[config.mk]
export PLATFORM = sky130hd
export DESIGN_NAME = vga_timing_gen
export DESIGN_NICKNAME = d
export VERILOG_FILES = /design/src/rtl/vga_pkg.sv /design/src/rtl/vga_axis_counter.sv /design/src/rtl/vga_timing_gen.sv
export SDC_FILE = /design/constraint.sdc
export NUM_CORES = 1
export LEC_CHECK = 0
export CAP_MARGIN = 20
export CORE_AREA = 2 2 100 83
export CTS_CLUSTER_SIZE = 30
export DETAILED_ROUTE_END_ITERATION = 7
export DIE_AREA = 0 0 102 85
export PLACE_DENSITY = 0.47
export SLEW_MARGIN = 15
export SYNTH_ARGS = -nofsm -noshare
export SYNTH_HDL_FRONTEND = slang
export SYNTH_HIERARCHICAL = 1
export SYNTH_SLANG_ARGS = --single-unit
export TNS_END_PERCENT = 100
[constraint.sdc]
create_clock -name clk -period 3.3 [get_ports clk]
set_clock_uncertainty 0.1 [all_clocks]
set_input_delay 0.99 -clock clk [delete_from_list [all_inputs] [get_ports clk]]
set_output_delay 0.99 -clock clk [all_outputs]
set_load 0.05 [all_outputs]
[src/rtl/vga_pkg.sv]
// Shared constants for the raster timing generator: default counter width,
// standard display mode parameter sets and total-length helpers.
package vga_pkg;

    localparam int CW_DEFAULT = 12;

    // 640x480 @ 60 Hz, negative sync polarity
    localparam int VGA640_H_ACTIVE = 640;
    localparam int VGA640_H_FP     = 16;
    localparam int VGA640_H_SYNC   = 96;
    localparam int VGA640_H_BP     = 48;
    localparam int VGA640_V_ACTIVE = 480;
    localparam int VGA640_V_FP     = 10;
    localparam int VGA640_V_SYNC   = 2;
    localparam int VGA640_V_BP     = 33;
    localparam bit VGA640_HS_POL   = 1'b0;
    localparam bit VGA640_VS_POL   = 1'b0;

    // 800x600 @ 60 Hz, positive sync polarity
    localparam int SVGA800_H_ACTIVE = 800;
    localparam int SVGA800_H_FP     = 40;
    localparam int SVGA800_H_SYNC   = 128;
    localparam int SVGA800_H_BP     = 88;
    localparam int SVGA800_V_ACTIVE = 600;
    localparam int SVGA800_V_FP     = 1;
    localparam int SVGA800_V_SYNC   = 4;
    localparam int SVGA800_V_BP     = 23;
    localparam bit SVGA800_HS_POL   = 1'b1;
    localparam bit SVGA800_VS_POL   = 1'b1;

    function automatic int h_total(input int active, input int fp, input int sync, input int bp);
        return active + fp + sync + bp;
    endfunction

    function automatic int v_total(input int active, input int fp, input int sync, input int bp);
        return active + fp + sync + bp;
    endfunction

endpackage

[src/rtl/vga_axis_counter.sv]
// Wrap-around counter for one raster axis; wrap pulses on the enabled
// cycle where the count rolls from TOTAL-1 back to zero.
module vga_axis_counter #(
    parameter int CW    = 12,
    parameter int TOTAL = 800
) (
    input  logic          clk,
    input  logic          rst_n,
    input  logic          en,
    output logic [CW-1:0] count,
    output logic          wrap
);

    localparam logic [CW-1:0] TERM = CW'(TOTAL - 1);

    logic at_term;

    assign at_term = (count == TERM);
    assign wrap    = en && at_term;

    always_ff @(posedge clk) begin
        if (!rst_n) begin
            count <= '0;
        end else if (en) begin
            count <= at_term ? '0 : count + CW'(1);
        end
    end

endmodule

[src/rtl/vga_timing_gen.sv]
// Parametrised raster timing generator: registered syncs, data enable,
// pixel coordinates and line/frame start strobes, advanced by pix_en.
module vga_timing_gen
    import vga_pkg::*;
#(
    parameter int CW       = CW_DEFAULT,
    parameter int H_ACTIVE = VGA640_H_ACTIVE,
    parameter int H_FP     = VGA640_H_FP,
    parameter int H_SYNC   = VGA640_H_SYNC,
    parameter int H_BP     = VGA640_H_BP,
    parameter int V_ACTIVE = VGA640_V_ACTIVE,
    parameter int V_FP     = VGA640_V_FP,
    parameter int V_SYNC   = VGA640_V_SYNC,
    parameter int V_BP     = VGA640_V_BP,
    parameter bit HS_POL   = VGA640_HS_POL,
    parameter bit VS_POL   = VGA640_VS_POL
) (
    input  logic          clk,
    input  logic          rst_n,
    input  logic          pix_en,
    output logic          hsync,
    output logic          vsync,
    output logic          de,
    output logic [CW-1:0] x_ptr,
    output logic [CW-1:0] y_ptr,
    output logic          line_start,
    output logic          frame_start
);

    localparam int H_TOTAL = h_total(H_ACTIVE, H_FP, H_SYNC, H_BP);
    localparam int V_TOTAL = v_total(V_ACTIVE, V_FP, V_SYNC, V_BP);

    localparam logic [CW-1:0] H_ACT_C    = CW'(H_ACTIVE);
    localparam logic [CW-1:0] HS_START_C = CW'(H_ACTIVE + H_FP);
    localparam logic [CW-1:0] HS_END_C   = CW'(H_ACTIVE + H_FP + H_SYNC);
    localparam logic [CW-1:0] V_ACT_C    = CW'(V_ACTIVE);
    localparam logic [CW-1:0] VS_START_C = CW'(V_ACTIVE + V_FP);
    localparam logic [CW-1:0] VS_END_C   = CW'(V_ACTIVE + V_FP + V_SYNC);

    if (CW < 1 || CW > 30) begin : g_bad_cw
        $error("vga_timing_gen: CW must be in 1..30");
    end
    if (H_TOTAL > (1 << CW) || V_TOTAL > (1 << CW)) begin : g_bad_total
        $error("vga_timing_gen: H_TOTAL-1 or V_TOTAL-1 does not fit in CW bits");
    end
    if (H_ACTIVE < 1 || H_FP < 1 || H_SYNC < 1 || H_BP < 1 ||
        V_ACTIVE < 1 || V_FP < 1 || V_SYNC < 1 || V_BP < 1) begin : g_bad_field
        $error("vga_timing_gen: every porch/sync/active field must be at least 1");
    end

    logic [CW-1:0] h_cnt;
    logic [CW-1:0] v_cnt;
    logic          h_wrap;
    logic          v_wrap;

    // The vertical axis only advances on the horizontal roll-over.
    vga_axis_counter #(.CW(CW), .TOTAL(H_TOTAL)) u_h_cnt (
        .clk   (clk),
        .rst_n (rst_n),
        .en    (pix_en),
        .count (h_cnt),
        .wrap  (h_wrap)
    );

    vga_axis_counter #(.CW(CW), .TOTAL(V_TOTAL)) u_v_cnt (
        .clk   (clk),
        .rst_n (rst_n),
        .en    (h_wrap),
        .count (v_cnt),
        .wrap  (v_wrap)
    );

    logic h_act;
    logic v_act;
    logic in_hs;
    logic in_vs;
    logic de_next;
    logic frame_wrap;

    assign h_act      = (h_cnt < H_ACT_C);
    assign v_act      = (v_cnt < V_ACT_C);
    assign in_hs      = (h_cnt >= HS_START_C) && (h_cnt < HS_END_C);
    assign in_vs      = (v_cnt >= VS_START_C) && (v_cnt < VS_END_C);
    assign de_next    = h_act && v_act;
    assign frame_wrap = v_wrap;

    // Outputs reflect the pixel under the counters before they advance;
    // strobes drop on idle cycles so each lasts exactly one clk.
    always_ff @(posedge clk) begin
        if (!rst_n) begin
            hsync       <= ~HS_POL;
            vsync       <= ~VS_POL;
            de          <= 1'b0;
            x_ptr       <= '0;
            y_ptr       <= '0;
            line_start  <= 1'b0;
            frame_start <= 1'b0;
        end else if (pix_en) begin
            hsync       <= in_hs ? HS_POL : ~HS_POL;
            vsync       <= in_vs ? VS_POL : ~VS_POL;
            de          <= de_next;
            x_ptr       <= de_next ? h_cnt : '0;
            y_ptr       <= de_next ? v_cnt : '0;
            line_start  <= (h_cnt == '0) && v_act;
            frame_start <= (h_cnt == '0) && (v_cnt == '0) && !frame_wrap;
        end else begin
            line_start  <= 1'b0;
            frame_start <= 1'b0;
        end
    end

endmodule

==> out/qor.csv, run 1 <==
metric;value;unit
EDFF count, synth;0;
Worst Path Required;3440;ps
row cnt;29;
Synth area leaders;dfxtp_1, a22o_2, nor4_1;
Final Max Tran Viols;0;
root buffer cell;clkbuf_8;
final worst path period need;2944;ps
DR vias;1722;
grt ovf;0;
placed cell areas;2703;sq um
Num CTS Buffers;5;
peak fanout along the critical path;8;
worst-margin pin slew;524.1;ps
worst skew pair latency;290;ps
Mapped Area;2225;sq um
RSZ-0062 raised after global routing;false;
CP Capture Type;register;
Seq cells post-synth;53;
antenna-violating nets left;0;
TritonCTS Sinks;53;
n_diodes;0;
share of cells above drive strength 1;0.1772;
fmax;339.7;MHz
Slew headroom;0.6495;
die width;102;um
maximum level of the CTS H-tree;2;
post-CTS sizing;0;
unique cell type count in the Yosys netlist;47;
Critical Path AT;3080;ps
die area;8670;sq um
vias in the first global route;1650;
Filler cells;816;
Seq pwr share;0.599;
Most used DFF post-synth;dfxtp_1;
setup tns final;0;ps
first-pass GRT wire length;8.590;mm
P_leak;1.034;nW
initial antenna violation count;0;
Final Cycle Share;0.8921;
io pins;32;
status;completed;
Hold Crit Class;register to register;
Psw;0.2476;mW
Total Wirelength;5.210;mm
Switching Share;0.2276;
First-pass DRT Iterations;4;
layout net count;260;
Placed Cells;355;
Yosys top cell area share;0.4769;
Tot GR Track Use;0.1256;
DR vias/cell;4.757;
FFs w/ async S/R, synth;0;
syn_area_per_cell;10.40;sq um
core area;7692;sq um
Die Height;85;um
Finish-stage setup viols;0;
Startpoint Class;input port;
WS Path Type;input port to register;
postcts setup bufs;0;
top cell type by total area after synthesis;dfxtp_1;
Bufs on Longest Clock Path;2;
combinational power share;0.064;
final cell count without fillers;362;
sequential share of the synthesized area;0.4769;
first-iteration detailed-routing DRC count;89;
Initial Utilization;0.2892;
syn_nets;220;
Clk pwr share;0.337;
gp weighted congestion;0.7775;
Hold-fix buffers, CTS;0;
Max IR drop VDD;0.0001795;V
final worst setup slack;356.1;ps
DPL Wire Length;3.576;mm
Clock Pin Slew Worst Setup and Hold Paths;90;ps
Pwr per Cell Area;390.2;nW/um^2
fin area;2789;sq um
pre-CTS setup slack;76.27;ps
per-cell routed wire length;14.39;um
Yosys Warn Count;6;
max_cap viols;0;
DRC viols;0;
Final Hold Viols;0;
largest net degree at the start of global routing;17;
port buffer count;31;
CTS tree;built;
Cell Int Power;0.8406;mW
Gate Count Post-Synth;214;
P&R area growth vs syn;25.37;%
sequential cells by signal, indices dropped and copies added (netlist names):
name and flops:
frame_start 1, u_v_cnt/count 12, y_ptr 12, x_ptr 12, vsync 1, hsync 1
line_start 1, de 1, u_h_cnt/count 12
layout make-up:
| type | instances | area, sq um | share of cell area |
|---|---|---|---|
| sequential | 53 | 1061 | 0.3804 |
| clock buffer | 7 | 86.33 | 0.03096 |
| timing repair buffer | 40 | 390.4 | 0.1400 |
| inverter | 7 | 26.28 | 0.009421 |
| multi-input combinational | 147 | 1090 | 0.3908 |
| tap | 108 | 135.1 | 0.04845 |
power by group through the flow:
stage,clock (mW),combinational (mW),sequential (mW)
2_1_floorplan,0,0.0295,0.680
3_3_place_gp,0,0.0714,0.667
3_5_place_dp,0,0.0712,0.667
4_1_cts,0.388,0.0714,0.652
5_1_grt,0.416,0.0765,0.654
6_report,0.366,0.0700,0.652
synthesized netlist by cell type, drive strengths merged (2+ instances only):
cell and instances:
a21o 2, a21oi 7, a22o 19, and2 6, and3 2, and4 6, buf 3, clkbuf 4
dfxtp 53, ha 3, inv 7, mux2i 2, nand2 9, nand3 9, nand4 7, nand4bb 2
nor2 16, nor2b 2, nor3 5, nor4 10, nor4b 2, o21ai 4, o31ai 4, or3 5
or4 4, xnor2 7, xor2 7
stage by stage:
step,util,power [mW],hold WS [ps]
detailed placement,0.3513,0.7384,341.8
global placement,0.3513,0.7383,339.4
floorplan,-,0.7094,368.2
CTS,0.3626,1.112,356.8
global route,0.3626,1.146,381.9
finish,0.3626,1.088,352.9
path summary, 6_finish.rpt:
kind,startpoint,end,slack [ps],depth (start not counted)
min,hsync$_SDFFE_PN1P_,hsync$_SDFFE_PN1P_,350,2
min reg2reg,hsync$_SDFFE_PN1P_,hsync$_SDFFE_PN1P_,350,2
max reg2reg,u_h_cnt/count[0]$_SDFFE_PN0P_,u_v_cnt/count[7]$_SDFFE_PN0P_,780,8
max,pix_en,u_v_cnt/count[7]$_SDFFE_PN0P_,360,8
layer usage:
metal	track usage	vias up	part of all wire
li1	-	877	-
met1	0.1990	800	0.58
met2	0.1663	43	0.37
met3	0.03295	2	0.040
met4	0.03030	0	0.0069
met5	0	-	0
placed cells by master, fill, tap and decap left out, types with 2 or more instances in the layout:
master / netlist / final
a21oi_1: 6 / 6
a22o_1: 2 / 2
a22o_2: 17 / 17
and2_1: 6 / 6
and4_1: 4 / 4
buf_4: 0 / 8
clkbuf_8: 0 / 6
clkdlybuf4s50_1: 0 / 31
dfxtp_1: 53 / 53
ha_1: 3 / 3
inv_1: 7 / 7
mux2i_1: 2 / 2
nand2_1: 9 / 9
nand3_1: 9 / 9
nand4_1: 5 / 5
nand4bb_1: 2 / 2
nor2_1: 16 / 16
nor3_1: 5 / 5
nor4_1: 10 / 10
o21ai_0: 4 / 4
o31ai_1: 3 / 3
or3_1: 4 / 4
or4_1: 2 / 2
or4_4: 2 / 2
xnor2_1: 7 / 7
xor2_1: 7 / 7
worst max-delay path, cell delays in order:
cell	delay (ps)
clkdlybuf4s50_1	470
and4_4	250
nand4_4	140
nor3_1	210
buf_4	200
nand3_1	140
or4_1	530
a21oi_1	150
logic make-up (layout without fill, tap and decap cells):
| group | count (synthesis) | count (layout) | share of synthesized area |
|---|---|---|---|
| xor+xnor | 14 | 14 | 0.05512 |
| buf+inv | 14 | 54 | 0.03431 |
| compound gates | 41 | 41 | 0.1586 |
| simple gates | 87 | 87 | 0.2492 |
| mux | 2 | 2 | 0.008999 |
| fa+ha+maj | 3 | 3 | 0.01687 |
| flops | 53 | 53 | 0.4769 |
Power figures use the tool's default switching activity.
==> run 2, diff against run 1 <==
--- a/config.mk
+++ b/config.mk
@@ -11,6 +11,7 @@
 export DETAILED_ROUTE_END_ITERATION = 7
 export DIE_AREA = 0 0 102 85
 export PLACE_DENSITY = 0.47
+export SKIP_LAST_GASP = 1
 export SLEW_MARGIN = 15
 export SYNTH_ARGS = -nofsm -noshare
 export SYNTH_HDL_FRONTEND = slang
==> results of run 2 <==
Final layout, timing and power as in run 1 (identical DEF).
==> run 3, diff against run 2 <==
--- a/config.mk
+++ b/config.mk
@@ -11,6 +11,7 @@
 export DETAILED_ROUTE_END_ITERATION = 7
 export DIE_AREA = 0 0 102 85
 export PLACE_DENSITY = 0.47
+export RECOVER_POWER = 25
 export SKIP_LAST_GASP = 1
 export SLEW_MARGIN = 15
 export SYNTH_ARGS = -nofsm -noshare
==> run 3 against run 2 <==
Global-route usage unchanged. Cell area decreased by 1.2%. Sequential share of layout area is 0.47 points higher. Critical endpoint unchanged. Largest power group unchanged. Highest routed layer unchanged.
==> out/qor.csv, run 3 (synthesis results as in run 1) <==
metric;value;unit;change
status;completed;;
Clock Pin Slew Worst Setup and Hold Paths;90;ps;about the same
CTS tree;built;;
Finish-stage setup viols;0;;unchanged
die area;8670;sq um;unchanged
most frequent cells in the layout;dfxtp_1, clkdlybuf4s50_1, a22o_2, nor2_1, nor4_1;;
Final Hold Viols;0;;unchanged
worst-margin pin slew;796.1;ps;+272.1 ps
Die Height;85;um;unchanged
final worst path period need;3049;ps;+104.7 ps
per-cell routed wire length;14.31;um;-0.56%
P&R area growth vs syn;23.85;%;
worst r2r src;u_h_cnt/count[0]$_SDFFE_PN0P_;;
DR vias;1706;;-0.93%
peak fanout along the critical path;8;;unchanged
fmax;328.0;MHz;-3.4%
Hold Crit Class;register to register;;
Final Max Tran Viols;0;;unchanged
WS Path Type;input port to register;;
Initial Utilization;0.2892;;unchanged
n_diodes;0;;unchanged
largest net degree at the start of global routing;17;;unchanged
worst hold path startpoint;hsync$_SDFFE_PN1P_;;
Tot GR Track Use;0.1256;;unchanged
maximum level of the CTS H-tree;2;;unchanged
first-pass GRT wire length;8.590;mm;unchanged
DPL Wire Length;3.576;mm;unchanged
Total Wirelength;5.181;mm;-0.56%
most common cell after layout, fill and taps aside;dfxtp_1;;
post-layout util;0.3582;;-0.004392
hold_ws;352.6;ps;-0.3320 ps
Slew headroom;0.4661;;-0.1835
First-pass DRT Iterations;4;;unchanged
grt ovf;0;;unchanged
max_cap viols;0;;unchanged
post-CTS sizing;0;;unchanged
die width;102;um;unchanged
row cnt;29;;unchanged
Final Cycle Share;0.9238;;+0.03173
Critical Path AT;3180;ps;+100 ps
gp weighted congestion;0.7775;;unchanged
worst skew pair latency;290;ps;about the same
Pwr per Cell Area;393.7;nW/um^2;+0.90%
Critical Path Start;pix_en;;
Startpoint Class;input port;;
vias in the first global route;1650;;unchanged
TritonCTS Sinks;53;;unchanged
final cell count without fillers;362;;unchanged
RSZ-0062 raised after global routing;false;;
DR vias/cell;4.713;;-0.93%
setup tns final;0;ps;unchanged
Max IR drop VDD;0.0001793;V;-0.11%
antenna-violating nets left;0;;unchanged
Total Power;1.085;mW;-0.32%
CP Capture Type;register;;
share of cells above drive strength 1;0.1614;;-0.01575
DRC viols;0;;unchanged
initial antenna violation count;0;;unchanged
P_leak;1.012;nW;-2.1%
Num CTS Buffers;5;;unchanged
first-iteration detailed-routing DRC count;113;;+27%
Hold-fix buffers, CTS;0;;unchanged
core area;7692;sq um;unchanged
root buffer cell;clkbuf_8;;
Worst Path Required;3440;ps;about the same
port buffer count;31;;unchanged
io pins;32;;unchanged
postcts setup bufs;0;;unchanged
Placed Cells;355;;unchanged
layout net count;260;;unchanged
Bufs on Longest Clock Path;2;;unchanged
## run 3: cell types whose count changed in the layout (fill, tap and decap cells not counted)
| cell | before | now |
|---|---|---|
| buf_4 | 8 | 6 |
| clkbuf_1 | 1 | 3 |
| and2_0 | 0 | 1 |
| and2_1 | 6 | 5 |
| and4_1 | 4 | 5 |
| and4_4 | 1 | 0 |
| clkdlybuf4s50_1 | 31 | 30 |
| dlygate4sd3_1 | 0 | 1 |
| nor4b_1 | 1 | 2 |
| nor4b_4 | 1 | 0 |
| o31ai_2 | 0 | 1 |
| o31ai_4 | 1 | 0 |
## run 3: per-layer routing
layer	part of all wire	vias up	global-route usage
met2	0.36	41	0.1663
met1	0.59	783	0.1990
met3	0.038	2	0.03295
li1	-	880	-
met4	0.0069	0	0.03030
met5	0	-	0
## run 3: final timing paths
path,end,slack [ps],cells after the start
min,hsync$_SDFFE_PN1P_,350,2
max,u_v_cnt/count[7]$_SDFFE_PN0P_,250,8
min reg2reg,hsync$_SDFFE_PN1P_,350,2
max reg2reg,u_v_cnt/count[7]$_SDFFE_PN0P_,740,8
## run 3: where the power goes
group          total, mW  leakage [nW]  internal [mW]  switching (mW)
Combinational     0.0669         0.540         0.0251          0.0418
Clock              0.366        0.0443          0.167           0.199
Sequential         0.652         0.428          0.646         0.00615
Total               1.08          1.01          0.838           0.247
## run 3: metrics by stage
stage	setup slack, ps	cell area, sq um
2_1_floorplan	611.0	2225
3_3_place_gp	57.19	2703
3_5_place_dp	76.27	2703
4_1_cts	385.8	2789
5_1_grt	179.2	2755
6_report	251.4	2755
## run 3: area by class of cell
type	instances	area, sq um
fillers	820	4937
multi-input cells	147	1064
flip-flops and latches	53	1061
repair buffers	40	382.9
well taps	108	135.1
clock buffers	7	86.33
inverters	7	26.28
## run 3: worst max-delay path: stages
cell	delay, ps
dlygate4sd3_1	540
and4_1	290
nand4_4	140
nor3_1	210
buf_4	200
nand3_1	140
or4_1	530
a21oi_1	140
